<file path="src/rtl/signed_vedic_div_64by32_seq_if.sv">
// Request/result bundle for the sequential signed 2N-by-N divider.
// Latency: none, wiring only.
// Backpressure: valid is held by the slave until the master raises out_ready.
interface signed_vedic_div_64by32_seq_if #(
   parameter int N = 32
);
   logic             start;
   logic [2*N-1:0]   a;
   logic [N-1:0]     b;
   logic             busy;
   logic             valid;
   logic             out_ready;
   logic [N-1:0]     quotient;
   logic [N-1:0]     remainder;
   logic             div_by_zero;
   logic             overflow;

   // Requester / result consumer side
   modport master (
      output start, a, b, out_ready,
      input  busy, valid, quotient, remainder, div_by_zero, overflow
   );

   // Divider side
   modport slave (
      input  start, a, b, out_ready,
      output busy, valid, quotient, remainder, div_by_zero, overflow
   );
endinterface

</file>
<file path="src/rtl/signed_vedic_div_64by32_seq.sv">
// Signed 2N/N restoring divider on magnitudes with sign fix-up; quotient truncates toward zero.
// Latency: valid 34 edges after start (load + 32 iterations + fix), 1 edge on div-by-zero / early overflow.
// Backpressure: result held in DONE until out_ready; start is only sampled in IDLE and never queued.
module signed_vedic_div_64by32_seq #(
   parameter int N = 32
) (
   input  logic                          clk,
   input  logic                          rst_n,
   signed_vedic_div_64by32_seq_if.slave  bus
);
   localparam int CW = $clog2(N);

   typedef enum logic [1:0] {IDLE, CALC, FIX, DONE} state_t;

   state_t          state, state_nxt;
   logic            sign_q, sign_r;
   logic [N-1:0]    mb;
   logic [N-1:0]    rem;
   logic [N-1:0]    sh;
   logic [N-1:0]    quo, rmd;
   logic            dz, ovf;
   logic [CW-1:0]   cnt;

   logic [2*N-1:0]  ma_in;
   logic [N-1:0]    mb_in;
   logic            b_zero;
   logic            pre_ovf;
   logic [N:0]      rem_sh;
   logic            take;
   logic [N-1:0]    diff;
   logic            fix_ovf;
   logic            last_iter;

   // Operand magnitudes, one restoring step, and the signed-range check on the final magnitude
   always_comb begin
      ma_in     = bus.a[2*N-1] ? (~bus.a + 1'b1) : bus.a;
      mb_in     = bus.b[N-1]   ? (~bus.b + 1'b1) : bus.b;
      b_zero    = (bus.b == '0);
      // Upper half already >= divisor means the magnitude quotient needs more than N bits
      pre_ovf   = (ma_in[2*N-1:N] >= mb_in);
      // The shifted remainder can carry into bit N, so compare at N+1 bits
      rem_sh    = {rem, sh[N-1]};
      take      = (rem_sh >= {1'b0, mb});
      // When take is set the true difference is below mb, so the low N bits are exact
      diff      = rem_sh[N-1:0] - mb;
      // -2^(N-1) is representable, +2^(N-1) is not
      fix_ovf   = sign_q ? (sh[N-1] & (|sh[N-2:0])) : sh[N-1];
      last_iter = (cnt == CW'(N - 1));
   end

   // State register
   always_ff @(posedge clk or negedge rst_n) begin
      if (!rst_n) state <= IDLE;
      else        state <= state_nxt;
   end

   // Next-state logic
   always_comb begin
      state_nxt = state;
      case (state)
         IDLE: if (bus.start) state_nxt = (b_zero || pre_ovf) ? DONE : CALC;
         CALC: if (last_iter) state_nxt = FIX;
         FIX:  state_nxt = DONE;
         DONE: if (bus.out_ready) state_nxt = IDLE;
         default: state_nxt = IDLE;
      endcase
   end

   // Datapath: operand capture, shift/subtract iterations and result fix-up
   always_ff @(posedge clk or negedge rst_n) begin
      if (!rst_n) begin
         sign_q <= 1'b0;
         sign_r <= 1'b0;
         mb     <= '0;
         rem    <= '0;
         sh     <= '0;
         quo    <= '0;
         rmd    <= '0;
         dz     <= 1'b0;
         ovf    <= 1'b0;
         cnt    <= '0;
      end else begin
         case (state)
            IDLE: begin
               if (bus.start) begin
                  sign_q <= bus.a[2*N-1] ^ bus.b[N-1];
                  sign_r <= bus.a[2*N-1];
                  mb     <= mb_in;
                  cnt    <= '0;
                  if (b_zero) begin
                     dz  <= 1'b1;
                     ovf <= 1'b0;
                     quo <= '0;
                     rmd <= '0;
                  end else if (pre_ovf) begin
                     dz  <= 1'b0;
                     ovf <= 1'b1;
                     quo <= '0;
                     rmd <= '0;
                  end else begin
                     dz  <= 1'b0;
                     ovf <= 1'b0;
                     rem <= ma_in[2*N-1:N];
                     sh  <= ma_in[N-1:0];
                  end
               end
            end
            CALC: begin
               // Dividend bits leave sh at the top while quotient bits enter at the bottom
               rem <= take ? diff : rem_sh[N-1:0];
               sh  <= {sh[N-2:0], take};
               cnt <= cnt + 1'b1;
            end
            FIX: begin
               if (fix_ovf) begin
                  ovf <= 1'b1;
                  quo <= '0;
                  rmd <= '0;
               end else begin
                  quo <= sign_q ? (~sh + 1'b1) : sh;
                  rmd <= sign_r ? (~rem + 1'b1) : rem;
               end
            end
            default: ;
         endcase
      end
   end

   assign bus.busy        = (state != IDLE);
   assign bus.valid       = (state == DONE);
   assign bus.quotient    = quo;
   assign bus.remainder   = rmd;
   assign bus.div_by_zero = dz;
   assign bus.overflow    = ovf;
endmodule

</file>
<file path="src/flat_wrapper.sv">
// flat-port wrapper written by rule: the top's interface ports become plain ports
module signed_vedic_div_64by32_seq_flat 
#(
   parameter int N = 32
)
  (clk, rst_n, bus_start, bus_a, bus_b, bus_out_ready, bus_busy, bus_valid, bus_quotient, bus_remainder, bus_div_by_zero, bus_overflow);
  signed_vedic_div_64by32_seq_if #(.N(N)) bus_i ();
  input  logic clk;
  input  logic rst_n;
  input wire logic [$bits(bus_i.start)-1:0] bus_start;
  input wire logic [$bits(bus_i.a)-1:0] bus_a;
  input wire logic [$bits(bus_i.b)-1:0] bus_b;
  input wire logic [$bits(bus_i.out_ready)-1:0] bus_out_ready;
  output wire logic [$bits(bus_i.busy)-1:0] bus_busy;
  output wire logic [$bits(bus_i.valid)-1:0] bus_valid;
  output wire logic [$bits(bus_i.quotient)-1:0] bus_quotient;
  output wire logic [$bits(bus_i.remainder)-1:0] bus_remainder;
  output wire logic [$bits(bus_i.div_by_zero)-1:0] bus_div_by_zero;
  output wire logic [$bits(bus_i.overflow)-1:0] bus_overflow;
  assign bus_i.start = bus_start;
  assign bus_i.a = bus_a;
  assign bus_i.b = bus_b;
  assign bus_i.out_ready = bus_out_ready;
  assign bus_busy = bus_i.busy;
  assign bus_valid = bus_i.valid;
  assign bus_quotient = bus_i.quotient;
  assign bus_remainder = bus_i.remainder;
  assign bus_div_by_zero = bus_i.div_by_zero;
  assign bus_overflow = bus_i.overflow;
  signed_vedic_div_64by32_seq #(.N(N)) u_core (.clk(clk), .rst_n(rst_n), .bus(bus_i));
endmodule
</file>
<file path="config.mk">
export PLATFORM = sky130hd
export DESIGN_NAME = signed_vedic_div_64by32_seq_flat
export DESIGN_NICKNAME = d
export VERILOG_FILES = /design/src/rtl/signed_vedic_div_64by32_seq_if.sv /design/src/rtl/signed_vedic_div_64by32_seq.sv /design/src/flat_wrapper.sv
export SDC_FILE = /design/constraint.sdc
export NUM_CORES = 1
export LEC_CHECK = 0
export ABC_AREA = 1
export BUFFER_PORTS_ARGS = -buffer_cell sky130_fd_sc_hd__buf_2
export CAP_MARGIN = 40
export CORE_ASPECT_RATIO = 0.9
export CORE_UTILIZATION = 28
export CTS_CLUSTER_SIZE = 16
export DETAILED_ROUTE_END_ITERATION = 10
export PLACE_DENSITY = 0.47
export SKIP_CTS_REPAIR_TIMING = 1
export SYNTH_ARGS = -nofsm -noshare
export SYNTH_HDL_FRONTEND = slang
export SYNTH_SLANG_ARGS = --single-unit
export TNS_END_PERCENT = 10
</file>
<file path="constraint.sdc">
create_clock -name clk -period 3.6 [get_ports clk]
set_input_delay 1.08 -clock clk [delete_from_list [all_inputs] [get_ports clk]]
set_output_delay 1.08 -clock clk [all_outputs]
set_load 0.02 [all_outputs]
</file>
=== Word level (Yosys, flattened, before mapping) ===
Cells that the tools add are included.

* Reductions and logical operators: 13
* Bitwise operators: 6
* Magnitude comparators: 2
* $add $sub $neg: 6
* Equality and inequality tests: 11
* Muxes and demuxes: 34

{| class="wikitable"
|+ Operators by type and width
! operator !! count
|-
| $mux W32 || 15
|-
| $pmux W32 S2 || 4
|-
| $add A32 B1 Y32 const B || 3
|-
| $not A32 Y32 || 3
|-
| $add A64 B1 Y64 const B || 1
|-
| $mux W64 || 1
|-
| $not A64 Y64 || 1
|-
| $ge A33 B32 Y1 || 1
|-
| $ge A32 B32 Y1 || 1
|-
| $logic_not A32 Y1 || 1
|-
| $sub A32 B32 Y32 || 1
|-
| $reduce_or A31 Y1 || 1
|-
| $pmux W5 S2 || 1
|-
| $reduce_and A3 Y1 || 3
|-
| $mux W2 || 4
|-
| $ne A2 B2 Y1 const B || 4
|-
| $pmux W2 S4 || 1
|-
| $mux W1 || 6
|-
| $reduce_bool A2 Y1 || 3
|-
| $add A5 B1 Y5 const B || 1
|-
| $eq A5 B5 Y1 const B || 1
|-
| $mux W5 || 1
|-
| $eq A2 B2 Y1 const B || 2
|-
| $ne A2 B1 Y1 const B || 2
|-
| 9 further kinds || 10
|}

* Bits of input ports: 100
* Register bits: 171
* Word-level logic and storage cells: 83
* Output and inout bits: 68

=== Longest topological paths before layout ===
Gate-level depths: netlist of the first run.

* Word-level depth: 8
* Depth in mapped cells: 27
* Depth with buffers taken out: 26

=== Worst setup path after synthesis of the first run ===
OpenSTA, ideal clock, no wires.

* Path kind: input to register
* From: input bus_a[0]
* To: register u_core.quo[10] (netlist: u_core.bus.quotient[10])
* Stages: 25
* Library setup time: 0.066 ns
* Setup slack: -0.240 ns
* Buffers on the path: 1
* Data arrival time: 3.774 ns
* Required time: 3.534 ns
* Cell sequence: inv_1 ha_1 nand3_1 nor2_2 inv_1 o21ai_1 nand2_1 inv_2 nand4_1 and2_1 ha_1 nand2_1 inv_1 o21ai_0 nand2_1 nor2_1 nand2_1 nand2_1 nand3_1 nor2_1 nand2_2 nand2_2 clkbuf_1 nand2_1 nand2_1

* Longest elaborated chain between the ends: 6

{| class="wikitable"
|+ Ends and longest elaborated chain
! item !! RTL line !! source
|-
| start: declaration || flat_wrapper.sv:11 || <nowiki>input wire logic [$bits(bus_i.a)-1:0] bus_a;</nowiki>
|-
| $not A64 Y64 || signed_vedic_div_64by32_seq.sv:36 || <nowiki>ma_in = bus.a[2*N-1] ? (~bus.a + 1'b1) : bus.a;</nowiki>
|-
| $add A64 B1 Y64 || signed_vedic_div_64by32_seq.sv:36 ||
|-
| $mux W64 || signed_vedic_div_64by32_seq.sv:36 ||
|-
| $ge A32 B32 Y1 || signed_vedic_div_64by32_seq.sv:40 || <nowiki>pre_ovf = (ma_in[2*N-1:N] >= mb_in);</nowiki>
|-
| $ne A3 B1 Y1 (no source line) || n/a ||
|-
| $reduce_and A3 Y1 (no source line) || n/a ||
|-
| end signal: assignment || signed_vedic_div_64by32_seq.sv:120 || <nowiki>quo <= sign_q ? (~sh + 1'b1) : sh;</nowiki>
|-
| end: declaration || signed_vedic_div_64by32_seq.sv:20 || <nowiki>logic [N-1:0] quo, rmd;</nowiki>
|}

Every way passes these cells.
A chain may end at the register's enable or synchronous reset.

=== Final worst setup path of the first run ===
* From: input bus_a[7]
* To: register u_core.rem[31]

* Longest elaborated chain between the ends: 7
* Elaborated cells on any way between the ends: 10
* Those cells by class: 1 x add/sub; 1 x order compare; 1 x eq/ne; 5 x mux; 1 x bitwise; 1 x reduce/logical

{| class="wikitable"
|+ Ends and longest elaborated chain
! item !! RTL line !! source
|-
| $not A64 Y64 (*) || signed_vedic_div_64by32_seq.sv:36 ||
|-
| $add A64 B1 Y64 (*) || signed_vedic_div_64by32_seq.sv:36 ||
|-
| $mux W64 (*) || signed_vedic_div_64by32_seq.sv:36 ||
|-
| branches (longest 4 deep; another with $ge A32 B32 Y1) || n/a ||
|-
| end signal: assignment || signed_vedic_div_64by32_seq.sv:103 || <nowiki>rem <= ma_in[2*N-1:N];</nowiki>
|-
| end signal: assignment || signed_vedic_div_64by32_seq.sv:110 || <nowiki>rem <= take ? diff : rem_sh[N-1:0];</nowiki>
|-
| end: declaration || signed_vedic_div_64by32_seq.sv:18 || <nowiki>logic [N-1:0] rem;</nowiki>
|}

Mark *: on every way between the ends. The select of a mux whose other input is x is not followed.

==> key figures, run 1 <==
Min path
  • Hold path depth: 2
  • Hold Crit Class: register to register
  • Hold_sp: u_core.bus.remainder[14]

Critical path
  • Worst EP arrival: 4.21 ns
  • Worst setup SP type: input port
  • Critical Path RT: slightly below 4 ns
  • R2r worst-path depth: 15
  • Crit end category: register
  • Crit path from: bus_a[7]
  • CP Class: input port to register
  • Crit path max fanout: 6
  • Worst R2R Start: u_core.rem[16]

Synthesis
  • Ys async rst share: 100.0%
  • Cell count after synthesis: 2868
  • Area leader, netlist: dfrtp_1
  • Synth Register Bits: ~170
  • Top cells by area, synth: dfrtp_1, nand2_1, nand3_1
  • Synth Flop Type: dfrtp_1
  • Synth top area share: around 25%
  • Post-synthesis sequential area ratio: between 20% and 30%
  • Synth Area per Inst: between 5 and 6 sq um
  • Syn Nets: a little over 3000
  • Synthesized cell area: around 17000 sq um
  • Yosys warns: 0
  • Post-synth EDFFs: 0
  • Synth unique cells: 47

Die
  • Die H: 234.8 um
  • Die W: 260.7 um
  • Ports: 168
  • Core footprint: 58960 sq um
  • Core Rows: 84
  • Die area: about 60000 sq um
  • Initial cell density of the core: 28.61%

STA
  • Worst Skew: 0.009923 ns
  • RSZ-0062 raised after global routing: yes
  • Max Clk Rate: 0.2585 GHz
  • Fin crit period: 3.869 ns
  • Max Slew Vio Count: 0
  • Setup TNS: -28.77 ns
  • Post-route setup slack: -0.2689 ns
  • Slew margin rel.: about 58%
  • Final period util: 107.5%
  • Worst Max-Slew Pin Slew: ~0.63 ns
  • Final Hold Violating Endpoints: 0
  • Final hold slack: 0.4662 ns
  • Final setup fails: 129

Drt
  • Via density: 4.759
  • DRT antenna net count: 0
  • Wire length per cell: 17.61 um
  • Drc violations: 10
  • Final wirelength: 73.59 mm
  • Initial DRC Count: 1515
  • DRT Pass-1 Iters: 9
  • DR vias: 19890

Power
  • P_sw: 10.86 mW
  • Logic pwr share: between 70% and 80%
  • Flop pwr share: 20.1%
  • Static Leak: 12.67 nW
  • Pint: 8.377 mW
  • Clock group share of total power: 9.3%
  • Switching share of power: 56.45%
  • PD cells: 813.0 nW/um^2
  • Worst VDD drop: 0.4335 mV

Clock tree
  • Clock net sink count: 171
  • Clock Latency Late Sink: approximately 0.46 ns
  • TritonCTS Buffers: 17
  • H-Tree Depth: 4
  • Max clock buf depth: 2
  • Root Buffer Master: clkbuf_16
  • Reg clk slew, reported paths: roughly 0.07 ns
  • CTS tree: done

GRT
  • Initial antenna violation count: 0
  • GRT overflow: 0
  • Total global-route track usage: about 23%
  • Number of global-route vias before repair: between 15000 and 20000
  • Largest net degree at the start of global routing: 60
  • First-pass GRT wire length: 108.7 mm

Run status
  • Failing checks: DRC, setup timing
  • Outcome: finished, violations left

Run
  • Max-Cap Viols: 0

Finish
  • Fill count: 6402
  • Layout cells sized above 1: 28.36%
  • Area grow syn2layout: 40.27%
  • NumNets Final: 3569
  • ANT cells: 0
  • Layout Utilization: about two fifths

Place
  • Post-DP HPWL: 59.82 mm
  • Gpl congestion: 0.9603
  • I/O Buffers: around 170
cells in the final DEF (no fill, tap or decap), types with 26 or more instances in the layout:
cell type,synthesis,layout
nand4_1,38,38
clkbuf_16,0,26
o21ai_0,113,105
xor2_1,69,61
buf_2,16,163
inv_2,7,29
buf_4,16,398
nand2_1,1063,981
nor3_1,45,39
nand2_2,8,73
dfrtp_1,171,171
inv_1,364,335
nor2_2,10,67
nor2_4,2,43
a21oi_1,71,63
nand3_1,275,250
nor2_1,342,244
ha_1,74,64
power by group through the flow:
| stage | logic, mW | clock network (mW) | registers (mW) |
|---|---|---|---|
| final | 13.6 | 1.78 | 3.86 |
| after global routing | 15.0 | 1.89 | 3.94 |
| after CTS | 12.3 | 1.82 | 3.80 |
| after detailed placement | 12.3 | 0 | 3.82 |
| after global placement | 12.2 | 0 | 3.81 |
| after floorplan | 8.32 | 0 | 3.79 |
cells by family after synthesis:
| kind of cell | after synthesis | synth area share (%) |
|---|---|---|
| flops | 171 | 25.37 |
| xor+xnor | 92 | 4.777 |
| compound gates | 227 | 7.270 |
| buf+inv | 466 | 11.43 |
| fa+ha+maj | 75 | 5.608 |
| mux | 1 | 0.05935 |
| simple gates | 1836 | 45.48 |
stage by stage:
step | area (sq um) | total power [mW] | std cells | setup slack, ns
2_1_floorplan | 16980 | 12.12 | 2868 | 0.005717
3_3_place_gp | 21330 | 16.05 | 4117 | -1.129
3_5_place_dp | 21330 | 16.12 | 4117 | -1.121
4_1_cts | 21870 | 17.97 | 4148 | -0.6331
5_1_grt | 23660 | 20.84 | 4180 | -0.4484
6_report | 23660 | 19.23 | 4180 | -0.2689
synthesized netlist by cell type, types with 8 or more instances:
| cell | number |
|---|---|
| nand2_1 | 1063 |
| inv_1 | 364 |
| nor2_1 | 342 |
| nand3_1 | 275 |
| dfrtp_1 | 171 |
| o21ai_0 | 113 |
| ha_1 | 74 |
| a21oi_1 | 71 |
| xor2_1 | 69 |
| nor3_1 | 45 |
| nand4_1 | 38 |
| clkbuf_1 | 33 |
| xnor2_1 | 23 |
| buf_2 | 16 |
| buf_4 | 16 |
| buf_1 | 14 |
| nor3_2 | 14 |
| buf_6 | 13 |
| nand3b_1 | 13 |
| nor2_2 | 10 |
| nand2_2 | 8 |
| o21a_1 | 8 |
registers in the layout (all words and copies together) (netlist names):
name	flops
u_core.bus.div_by_zero	1
u_core.bus.overflow	1
u_core.bus.quotient	32
u_core.bus.remainder	32
u_core.cnt	5
u_core.mb	32
u_core.rem	32
u_core.sh	32
u_core.sign_q	1
u_core.sign_r	1
u_core.state	2
worst max-delay path, cell delays in order:
cell and delay [ns]:
buf_2 0.12, nor2_4 0.13, nand3_2 0.09, nor2_4 0.16
nand3_4 0.12, buf_6 0.15, nor3_4 0.20, buf_6 0.14
nand2_1 0.06, nand3_1 0.08, nand2_2 0.07, buf_12 0.14
ha_4 0.27, nand2_1 0.07, nor2_2 0.10, nand2_2 0.08
nor2_4 0.10, nand4_1 0.15, nand3_4 0.18, nand2_4 0.07
nand3_4 0.09, buf_12 0.15, clkinv_8 0.09, clkbuf_16 0.18
nand2_2 0.05, nand2_1 0.05
path summary, 6_finish.rpt:
kind / to / slack (ns)
max: u_core.rem[31] / -0.27
min: u_core.bus.remainder[14] / 0.47
max reg2reg: u_core.rem[30] / 0.36
min reg2reg: u_core.bus.remainder[14] / 0.47
max in group asynchronous: u_core.mb[17] / 2.10
min in group asynchronous: u_core.bus.quotient[3] / 0.58
area by class of cell:
class	instances	area [sq um]	area share (%)
well taps	774	968.4	4.094
clock buffers	18	439.2	1.856
repair buffers	600	4483	18.95
inverters	373	1438	6.077
multi-input cells	2231	11940	50.47
flip-flops and latches	171	4279	18.09
clock inverters	13	110.1	0.4654
metal layers:
metal  vias up  track usage, %  part of all wire [%]
met4         0           4.572                   1.5
met1      9202           34.58                    49
met2       585           34.39                    43
li1      10050               -                     -
met3        54           4.002                   6.4
met5         -               0                     0
Note: power is estimated with default switching activity, not from simulation.
==> inputs of run 2 (changes only) <==
==> constraint.sdc (replaced) <==
create_clock -name clk -period 4.9 [get_ports clk]
set_input_delay 1.47 -clock clk [delete_from_list [all_inputs] [get_ports clk]]
set_output_delay 1.47 -clock clk [all_outputs]
set_load 0.02 [all_outputs]
==> run 2 against run 1 <==
Effect of this change: the flow finishes with violations (DRC); critical path depth is 1 higher; sequential share of layout area is 2.5 points higher; first-iteration DRC count is 1.2% lower; combinational power is 34% lower; clock power is 28% lower; critical path type unchanged; critical endpoint is now u_core.bus.remainder[17].
==> key figures, run 2 (synthesized netlist as in run 1, its figures left out) <==
Drt
  • Final wirelength: 69.75 mm
  • Met2 WL: roughly 30 mm
  • Drc violations: 18
  • Initial DRC Count: 1497
  • Met1 wire length: roughly 36 mm
  • DRT antenna net count: 0
  • Routed wl met3: 3.969 mm
  • DR vias: 19070
  • Top sig layer: met4
  • Wire length per cell: 17.41 um
  • Via density: 4.760
  • DRT Pass-1 Iters: 9

STA
  • Final period util: between 90% and 100%
  • Setup TNS: 0 ns
  • Slew margin rel.: 46.79%
  • RSZ-0062 raised after global routing: yes
  • Final Hold Violating Endpoints: 0
  • Fin crit period: 4.659 ns
  • Final setup fails: 0
  • Worst Skew: roughly 0.014 ns
  • Max Slew Vio Count: 0
  • Max Clk Rate: 0.2146 GHz
  • Worst Max-Slew Pin Slew: between 0.7 and 0.8 ns

Power
  • Worst VDD drop: 0.2862 mV
  • Static Leak: 11.44 nW
  • PD cells: roughly 630 nW/um^2

Clock tree
  • TritonCTS Buffers: 17
  • Clock net sink count: 171
  • H-Tree Depth: 4
  • Max clock buf depth: 2
  • Root Buffer Master: clkbuf_16
  • CTS tree: done
  • Clock Latency Late Sink: 0.46 ns
  • Reg clk slew, reported paths: around 0.070 ns

Finish
  • Area grow syn2layout: 22.97%
  • Layout Utilization: 35.18%
  • Commonest non-fill, non-tap cell in the layout: nand2_1
  • NumNets Final: between 3000 and 4000
  • Layout cells sized above 1: between 10% and 20%
  • Most frequent cells in the layout: nand2_1, inv_1, nor2_1, nand3_1, buf_4
  • Fill count: 6542

Critical path
  • Worst R2R Start: u_core.rem[19]
  • Sum of buffers and inverters on the critical path: 7
  • Crit path from: bus_a[0]
  • Worst EP arrival: 5.00 ns
  • Reg-to-reg slack, setup: 1.49 ns
  • CP Class: input port to register
  • Crit path max fanout: 65
  • RR Endpoint: u_core.rem[24]
  • Critical path's slowest cell: o21ai_0
  • Worst setup SP type: input port
  • Crit end category: register
  • R2r worst-path depth: 16
  • Delay-heaviest family, CP: simple AND/OR/NAND/NOR gates
  • Max incr delay on CP: 0.32 ns
  • Crit path top cell by count: nand2_1
  • Critical Path RT: 5.24 ns

Place
  • Post-DP HPWL: 57.78 mm
  • Gpl congestion: 0.9795
  • I/O Buffers: 167

Die
  • Die area: around 60000 sq um
  • Die H: roughly 230 um
  • Core Rows: 84
  • Ports: 168
  • Initial cell density of the core: 28.61%
  • Core footprint: approximately 59000 sq um
  • Die W: 260.7 um

GRT
  • Initial antenna violation count: 1
  • Total global-route track usage: 22.70%
  • Number of global-route vias before repair: 17780
  • GRT overflow: 0
  • First-pass GRT wire length: 106.6 mm
  • Largest net degree at the start of global routing: 82

Run status
  • Outcome: finished, violations left
  • Failing checks: DRC

Min path
  • Hold Crit Class: register to register
  • Hold_sp: u_core.bus.remainder[27]
  • Hold path depth: 2
  • Worst hold endpoint: u_core.bus.remainder[27]

Run
  • Max-Cap Viols: 0
-- run 2: cell types whose count changed in the layout (fill, tap and decap cells not counted), moves of 28 or more --
cell	delta
nor2_1	+93
inv_1	+28
buf_4	-148
nor2_4	-39
nand2_2	-66
nand2_1	+82
nor2_2	-54
-- run 2: final cells by class --
cell class                      count  area, sq um  share of cell area, %
Timing Repair Buffer              424         2850                  13.74
Multi-Input combinational cell   2231        10700                  51.61
Clock inverter                     10        82.58                 0.3981
Clock buffer                       22        454.2                  2.190
Tap cell                          774        968.4                  4.669
Inverter                          373         1400                  6.750
Sequential cell                   171         4279                  20.63
Antenna cell                        1        2.502                0.01206
-- run 2: worst max-delay path by stage --
stage,depth (start not counted),endpoint,slack [ns]
after floorplan,25,u_core.bus.quotient[10],0.67
after global placement,25,u_core.bus.quotient[7],-0.33
after detailed placement,25,u_core.bus.remainder[17],-0.32
after CTS,25,u_core.bus.remainder[17],0.15
after global routing,24,u_core.bus.remainder[17],-0.01
final,27,u_core.bus.remainder[17],0.24
-- run 2: per-layer routing --
layer / GRT usage [%] / up-vias
met5: 0 / -
met4: 4.306 / 0
met3: 2.524 / 44
met2: 33.01 / 590
met1: 35.44 / 8734
li1: - / 9700
-- run 2: per-stage QoR --
stage | worst slack, ns | cell area, sq um | total power, mW | std cells | hold slack, ns
after floorplan | 0.6705 | 16870 | 8.860 | 2868 | 0.4483
after global placement | -0.3287 | 20160 | 11.67 | 3973 | 0.4504
after detailed placement | -0.3234 | 20160 | 11.73 | 3973 | 0.4539
after CTS | 0.1473 | 20700 | 13.07 | 4005 | 0.4702
after global routing | -0.01007 | 20740 | 14.34 | 4005 | 0.4840
final | 0.2409 | 20740 | 13.13 | 4006 | 0.4646
-- run 2: worst min-delay path, stage by stage, from the launching register on --
cell     delay [ns]
dfrtp_1        0.34
nand2_1        0.05
nand2_1        0.04
-- run 2: report_power, final --
group	internal [mW]	switching [mW]	total [mW]	leakage [nW]
Clock	0.669	0.617	1.29	0.248
Combinational	2.85	6.16	9.01	8.99
Sequential	2.06	0.769	2.83	2.21
Total	5.58	7.55	13.1	11.4
